`config.mk`:
```
export PLATFORM = sky130hd
export DESIGN_NAME = seq_game_engine
export DESIGN_NICKNAME = d
export VERILOG_FILES = /design/src/rtl/seq_game_pkg.sv /design/src/rtl/seq_step_matcher.sv /design/src/rtl/seq_game_engine.sv
export SDC_FILE = /design/constraint.sdc
export NUM_CORES = 1
export LEC_CHECK = 0
export ABC_AREA = 0
export BUFFER_PORTS_ARGS = -buffer_cell sky130_fd_sc_hd__buf_2
export CORE_MARGIN = 2
export CORE_UTILIZATION = 55
export DETAILED_ROUTE_END_ITERATION = 7
export PLACE_DENSITY_LB_ADDON = 0.05
export SLEW_MARGIN = 20
export SYNTH_ARGS = -nofsm -noshare
export SYNTH_HDL_FRONTEND = slang
export SYNTH_SLANG_ARGS = --single-unit
```
`constraint.sdc`:
```
create_clock -name i_clk -period 7.23 [get_ports i_clk]
set_clock_uncertainty 0.2 [all_clocks]
set_input_delay 0.3615 -clock i_clk [delete_from_list [all_inputs] [get_ports i_clk]]
set_output_delay 0.3615 -clock i_clk [all_outputs]
set_load 0.01 [all_outputs]
```
`src/rtl/seq_game_pkg.sv`:
```
// Shared types and helpers for the game-flow controller: state encoding,
// in_vec bit positions and pattern-table indexing.
package seq_game_pkg;

    typedef enum logic [2:0] {
        ST_INI  = 3'd0,
        ST_IDLE = 3'd1,
        ST_PLAY = 3'd2,
        ST_DONE = 3'd3,
        ST_QUIZ = 3'd4,
        ST_WIN  = 3'd5,
        ST_LOSE = 3'd6
    } state_t;

    localparam int IDX_SW0  = 0;
    localparam int IDX_SW1  = 1;
    localparam int IDX_SW2  = 2;
    localparam int IDX_SW3  = 3;
    localparam int IDX_BTNL = 4;
    localparam int IDX_BTNR = 5;
    localparam int IDX_BTNU = 6;
    localparam int IDX_BTND = 7;

    // Bit offset of game g, step s inside the flat pattern table.
    function automatic int pat_offset(input int game, input int step,
                                      input int steps, input int width);
        return (game * steps + step) * width;
    endfunction

endpackage

```
`src/rtl/seq_step_matcher.sv`:
```
// Classifies the current input vector against the expected step pattern:
// match, or a wrong input that is neither the held previous pattern nor idle.
module seq_step_matcher
    import seq_game_pkg::*;
#(
    parameter int IN_W = 8
) (
    input  logic [IN_W-1:0] i_in_vec,
    input  logic [IN_W-1:0] i_exp,
    input  logic [IN_W-1:0] i_prev,
    output logic            o_match,
    output logic            o_fail
);

    always_comb begin
        o_match = (i_in_vec == i_exp);
        o_fail  = !o_match && (i_in_vec != i_prev) && (i_in_vec != '0);
    end

endmodule

```
`src/rtl/seq_game_engine.sv`:
```
// Game-flow controller: sequences pattern games, interleaves timed professor
// quizzes, and tracks lives and the wall-clock limit. All outputs are flops.
//
//   state | meaning
//   INI   | counters cleared, waiting for Start
//   IDLE  | between attempts, Go enters PLAY
//   PLAY  | matching in_vec against the current game's step patterns
//   DONE  | game finished, waiting for inputs to be released
//   QUIZ  | professor question, answer on switches + Go before deadline
//   WIN   | all games done, Ack returns to INI
//   LOSE  | out of lives or time, Ack returns to INI
module seq_game_engine
    import seq_game_pkg::*;
#(
    parameter int NUM_GAMES = 3,
    parameter int STEPS     = 3,
    parameter int IN_W      = 8,
    parameter int SW_W      = 4,
    parameter logic [NUM_GAMES*STEPS*IN_W-1:0] PATTERNS = 72'h0E0602_703010_070301,
    parameter int NUM_QUIZ  = 3,
    parameter logic [NUM_QUIZ*SW_W-1:0] QUIZ_ANS = 12'hC5A,
    parameter int LIVES     = 3,
    parameter int MAX_TIME  = 120,
    parameter int QUIZ_TIME = 3,
    localparam int GW = (NUM_GAMES > 1) ? $clog2(NUM_GAMES) : 1,
    localparam int SW = (STEPS > 1) ? $clog2(STEPS) : 1,
    localparam int QW = (NUM_QUIZ > 1) ? $clog2(NUM_QUIZ) : 1
) (
    input  logic            i_clk,
    input  logic            i_reset,
    input  logic            i_start,
    input  logic            i_ack,
    input  logic            i_go,
    input  logic            i_professor_req,
    input  logic [IN_W-1:0] i_in_vec,
    input  logic [7:0]      i_minutes,
    output logic [2:0]      o_state,
    output logic            o_screen,
    output logic [GW-1:0]   o_game_idx,
    output logic [SW-1:0]   o_step_idx,
    output logic [2:0]      o_lives,
    output logic [QW-1:0]   o_quiz_cnt,
    output logic            o_step_ok,
    output logic            o_strike
);

    localparam logic [GW-1:0] LAST_GAME  = GW'(NUM_GAMES - 1);
    localparam logic [SW-1:0] LAST_STEP  = SW'(STEPS - 1);
    localparam logic [QW-1:0] LAST_QUIZ  = QW'(NUM_QUIZ - 1);
    localparam logic [7:0]    MAX_T      = 8'(MAX_TIME);
    localparam logic [7:0]    QUIZ_T     = 8'(QUIZ_TIME);
    localparam logic [2:0]    LIVES_INIT = 3'(LIVES);

    state_t          r_state;
    logic [GW-1:0]   r_game_idx;
    logic [SW-1:0]   r_step_idx;
    logic [2:0]      r_lives;
    logic [QW-1:0]   r_quiz_cnt;
    logic [7:0]      r_deadline;
    logic            r_screen;
    logic            r_step_ok;
    logic            r_strike;

    state_t          w_state_nxt;
    logic [GW-1:0]   w_game_nxt;
    logic [SW-1:0]   w_step_nxt;
    logic [2:0]      w_lives_nxt;
    logic [QW-1:0]   w_quiz_nxt;
    logic [QW-1:0]   w_quiz_inc;
    logic [7:0]      w_deadline_nxt;
    logic            w_step_ok_nxt;
    logic            w_strike_nxt;

    logic [SW-1:0]   w_prev_step;
    logic [IN_W-1:0] w_exp;
    logic [IN_W-1:0] w_prev;
    logic [SW_W-1:0] w_ans;
    logic            w_match;
    logic            w_fail;

    // prev is the pattern just accepted, so holding it does not count as wrong.
    always_comb begin
        w_prev_step = (r_step_idx == '0) ? '0 : r_step_idx - SW'(1);
        w_exp  = PATTERNS[pat_offset(int'(r_game_idx), int'(r_step_idx), STEPS, IN_W) +: IN_W];
        w_prev = (r_step_idx == '0) ? '0 :
                 PATTERNS[pat_offset(int'(r_game_idx), int'(w_prev_step), STEPS, IN_W) +: IN_W];
        w_ans  = QUIZ_ANS[int'(r_quiz_cnt) * SW_W +: SW_W];
    end

    seq_step_matcher #(
        .IN_W (IN_W)
    ) u_matcher (
        .i_in_vec (i_in_vec),
        .i_exp    (w_exp),
        .i_prev   (w_prev),
        .o_match  (w_match),
        .o_fail   (w_fail)
    );

    always_comb begin
        w_state_nxt    = r_state;
        w_game_nxt     = r_game_idx;
        w_step_nxt     = r_step_idx;
        w_lives_nxt    = r_lives;
        w_quiz_nxt     = r_quiz_cnt;
        w_deadline_nxt = r_deadline;
        w_step_ok_nxt  = 1'b0;
        w_strike_nxt   = 1'b0;
        w_quiz_inc     = (r_quiz_cnt == LAST_QUIZ) ? r_quiz_cnt : r_quiz_cnt + QW'(1);

        case (r_state)
            ST_INI: begin
                w_game_nxt = '0;
                w_step_nxt = '0;
                w_quiz_nxt = '0;
                if (i_start) begin
                    w_state_nxt = ST_IDLE;
                    w_lives_nxt = LIVES_INIT;
                end
            end
            ST_IDLE, ST_PLAY: begin
                if (i_minutes >= MAX_T) begin
                    w_state_nxt = ST_LOSE;
                end else if (i_professor_req) begin
                    w_state_nxt    = ST_QUIZ;
                    w_deadline_nxt = i_minutes + QUIZ_T;
                    w_step_nxt     = '0;
                end else if (r_state == ST_IDLE) begin
                    if (i_go) w_state_nxt = ST_PLAY;
                end else if (i_go) begin
                    w_state_nxt = ST_IDLE;
                    w_step_nxt  = '0;
                end else if (w_match) begin
                    w_step_ok_nxt = 1'b1;
                    if (r_step_idx == LAST_STEP) w_state_nxt = ST_DONE;
                    else                         w_step_nxt  = r_step_idx + SW'(1);
                end else if (w_fail) begin
                    w_state_nxt = ST_IDLE;
                    w_step_nxt  = '0;
                end
            end
            ST_DONE: begin
                if (i_in_vec == '0) begin
                    if (i_minutes >= MAX_T) begin
                        w_state_nxt = ST_LOSE;
                    end else if (r_game_idx == LAST_GAME) begin
                        w_state_nxt = ST_WIN;
                    end else begin
                        w_state_nxt = ST_IDLE;
                        w_game_nxt  = r_game_idx + GW'(1);
                        w_step_nxt  = '0;
                    end
                end
            end
            ST_QUIZ: begin
                // A correct Go on the deadline minute still counts as correct.
                if (i_go && (i_in_vec[SW_W-1:0] == w_ans)) begin
                    w_state_nxt = ST_IDLE;
                    w_quiz_nxt  = w_quiz_inc;
                end else if (i_go || (i_minutes == r_deadline)) begin
                    w_strike_nxt = 1'b1;
                    w_lives_nxt  = (r_lives == '0) ? '0 : r_lives - 3'd1;
                    w_state_nxt  = (r_lives <= 3'd1) ? ST_LOSE : ST_IDLE;
                    w_quiz_nxt   = w_quiz_inc;
                end
            end
            ST_WIN, ST_LOSE: begin
                if (i_ack) begin
                    w_state_nxt = ST_INI;
                    w_game_nxt  = '0;
                    w_step_nxt  = '0;
                    w_quiz_nxt  = '0;
                end
            end
            default: w_state_nxt = ST_INI;
        endcase
    end

    always_ff @(posedge i_clk) begin
        if (i_reset) begin
            r_state    <= ST_INI;
            r_game_idx <= '0;
            r_step_idx <= '0;
            r_lives    <= '0;
            r_quiz_cnt <= '0;
            r_deadline <= '0;
            r_screen   <= 1'b0;
            r_step_ok  <= 1'b0;
            r_strike   <= 1'b0;
        end else begin
            r_state    <= w_state_nxt;
            r_game_idx <= w_game_nxt;
            r_step_idx <= w_step_nxt;
            r_lives    <= w_lives_nxt;
            r_quiz_cnt <= w_quiz_nxt;
            r_deadline <= w_deadline_nxt;
            r_screen   <= (w_state_nxt == ST_PLAY) || (w_state_nxt == ST_DONE);
            r_step_ok  <= w_step_ok_nxt;
            r_strike   <= w_strike_nxt;
        end
    end

    assign o_state    = r_state;
    assign o_screen   = r_screen;
    assign o_game_idx = r_game_idx;
    assign o_step_idx = r_step_idx;
    assign o_lives    = r_lives;
    assign o_quiz_cnt = r_quiz_cnt;
    assign o_step_ok  = r_step_ok;
    assign o_strike   = r_strike;

endmodule

```
==> impl_metrics.py <==
metrics = {
    "place": {
        "place_hpwl_mm": 4.80,
        "dp_cells": 403,
        "gp_congestion": 0.846,
        "port-buffer-count": 36,
        "placed_area_um2": 2750,
        "pre_cts_ws_ns": 3.29,
    },
    "setup_path": {
        "path_max_fanout": 16,
        "cp.required_ns": 7.21,
        "critical_path_class": "register to register",
        "worstPathArrival_ns": 3.89,
        "worstSetupEndpointType": "register",
        "worstSetupStartpointType": "register",
    },
    "clocking": {
        "clk_pin_slew_worst_paths_ns": 0.09,
        "tritoncts": "built",
        "clk_path_buf_depth": 2,
        "clockRootBuffer": "clkbuf_8",
        "clkLatencyLatePin_ns": 0.27,
        "hold_buffers": 0,
        "clock-sinks": 23,
        "post_cts_buffers": 0,
        "htree_levels": 1,
        "cts_buffers": 3,
        "ctsResizeCount": 0,
    },
    "global_routing": {
        "overflow": 0,
        "grt_pass1_wl_mm": 10.4,
        "antenna_found_initial": 0,
        "grt_max_degree": 30,
        "grt_pass1_vias": 2209,
        "grt_use_total": 0.246,
    },
    "synth": {
        "synth_nets": 374,
        "synth-seq-area-share": 0.177,
        "yosysUniqueCellTypes": 69,
        "synth_top_area_share": 0.177,
        "syn_inst": 333,
        "async_reset_ff_frac": 0,
        "synth_top_flop_cell": "dfxtp_1",
        "ys.warnings.count": 0,
        "syn_area_um2": 2600,
        "ys_top_cells_by_area": "dfxtp_1 18%, ha_1 8.2%, xor2_1 5.4%",
        "synth_top_cell_by_area": "dfxtp_1",
        "synth_seq_cells": 23,
        "synth_edf_count": 0,
        "avgSynthCellArea_um2": 7.80,
    },
    "route": {
        "firstDrtPassIters": 4,
        "wl_per_cell_um": 15.4,
        "via_per_inst": 6.16,
        "ant_nets": 0,
        "routed_wl_mm": 6.29,
        "route.detailed.drc": 0,
        "drt_iter0_drc": 175,
        "vias": 2508,
    },
    "cells_and_area": {
        "stdcell_count": 407,
        "syn2layout_area_growth_pct": 7.70,
        "final_util": 0.605,
        "layout-drive-gt1-share": 0.164,
        "fin_nets": 395,
        "n_fill_cell": 443,
        "layout_common_cells": "36 x nor2_1, 36 x buf_2, 23 x dfxtp_1",
        "n_antenna_cell": 0,
        "final_cell_area_um2": 2800,
    },
    "floorplanning": {
        "die-area_um2": 5290,
        "row_count": 25,
        "fp.dieH_um": 72.7,
        "io_pins": 37,
        "initial_utilization": 0.561,
        "core_um2": 4630,
        "dieWidth_um": 72.7,
    },
    "sta": {
        "fin_ws_ns": 3.31,
        "slew_headroom": 0.446,
        "holdWs_ns": 0.146,
        "post-route-period-util": 0.542,
        "rsz0062_at_grt": "false",
        "fmax_mhz": 255,
        "drv_slew": 0,
        "setup_viol_count_final": 0,
        "tightest_slew_ns": 0.830,
        "min_period_ns": 3.92,
        "fin_tns_setup_ns": 0,
        "hold_violations": 0,
    },
    "run_status": {
        "outcome": "finished clean",
    },
    "power_and_ir_drop": {
        "leakagePower_nw": 1.18,
        "peakVddDrop_mv": 0.0877,
        "p_per_area_nw_per_um2": 107,
        "p_total_mw": 0.299,
    },
    "job": {
        "max-cap-violations": 0,
    },
    "hold_path": {
        "hold_path_class": "input port to register",
    },
}
==> cell families after synthesis <==
family / synth area share
buffers and inverters: 0.0669
AND/OR/NAND/NOR: 0.251
multiplexers: 0.0390
adder cells (fa/ha/maj): 0.0973
AO/OA/AOI/OAI: 0.281
flip-flops: 0.177
XOR/XNOR: 0.0881
==> final timing paths <==
kind | slack (ns) | end | from | cells after the start
worst min register to register | 0.30 | o_quiz_cnt[1] | o_quiz_cnt[1] | 2
worst min-delay path | 0.15 | r_deadline[0] | i_minutes[0] | 2
worst max-delay path | 3.31 | o_screen | o_game_idx[0] | 10
worst max register to register | 3.31 | o_screen | o_game_idx[0] | 10
==> layout make-up <==
class                           instances  area, µm²  share of cell area
Multi-Input combinational cell        270       1970               0.703
Inverter                               19       71.3              0.0255
Timing Repair Buffer                   37        188              0.0671
Tap cell                               54       67.6              0.0241
Sequential cell                        23        460               0.165
Clock buffer                            4       45.0              0.0161
==> Yosys cell counts, drive strengths merged, types with 3 or more instances <==
library cell / count
nor2: 36
dfxtp: 23
a21oi: 20
nand2: 20
inv: 19
ha: 17
xor2: 17
clkbuf: 15
o21ai: 12
nand3: 11
mux2i: 9
a211oi: 7
a21o: 7
nor3: 7
xnor2: 7
buf: 6
nand2b: 6
nor4: 6
and3: 5
nand4: 5
nor2b: 5
o2111ai: 5
a41oi: 4
nor3b: 4
a31oi: 3
and2: 3
o22ai: 3
o31ai: 3
or2: 3
==> sequential cells by signal, indices dropped and copies added, names as in the netlist <==
register,flops
o_game_idx,2
o_lives,3
o_quiz_cnt,2
o_screen,1
o_state,3
o_step_idx,2
o_step_ok,1
o_strike,1
r_deadline,8
==> metal layers <==
layer,share of wire,vias up,track usage
met3,0.037,12,0.0193
met4,0.021,0,0.0782
met5,0,-,0
met1,0.48,1169,0.351
li1,-,1263,-
met2,0.46,64,0.394
==> power by group <==
group          leakage (nW)  internal [mW]  switching (mW)
Clock                0.0228         0.0394          0.0434
Combinational         0.974         0.0316          0.0458
Sequential            0.187          0.131         0.00763
==> worst max-delay path, cell delays in order (launching register included) <==
cell and delay [ns]:
dfxtp_1 0.45, inv_1 0.09, ha_2 0.34, fa_1 0.86, nand2b_1 0.22, nor3_1 0.08, or4_4 0.53, a2111oi_4 0.40
nand2_2 0.12, o211a_1 0.26, nor4b_2 0.25
(Power assumes the default switching activity.)
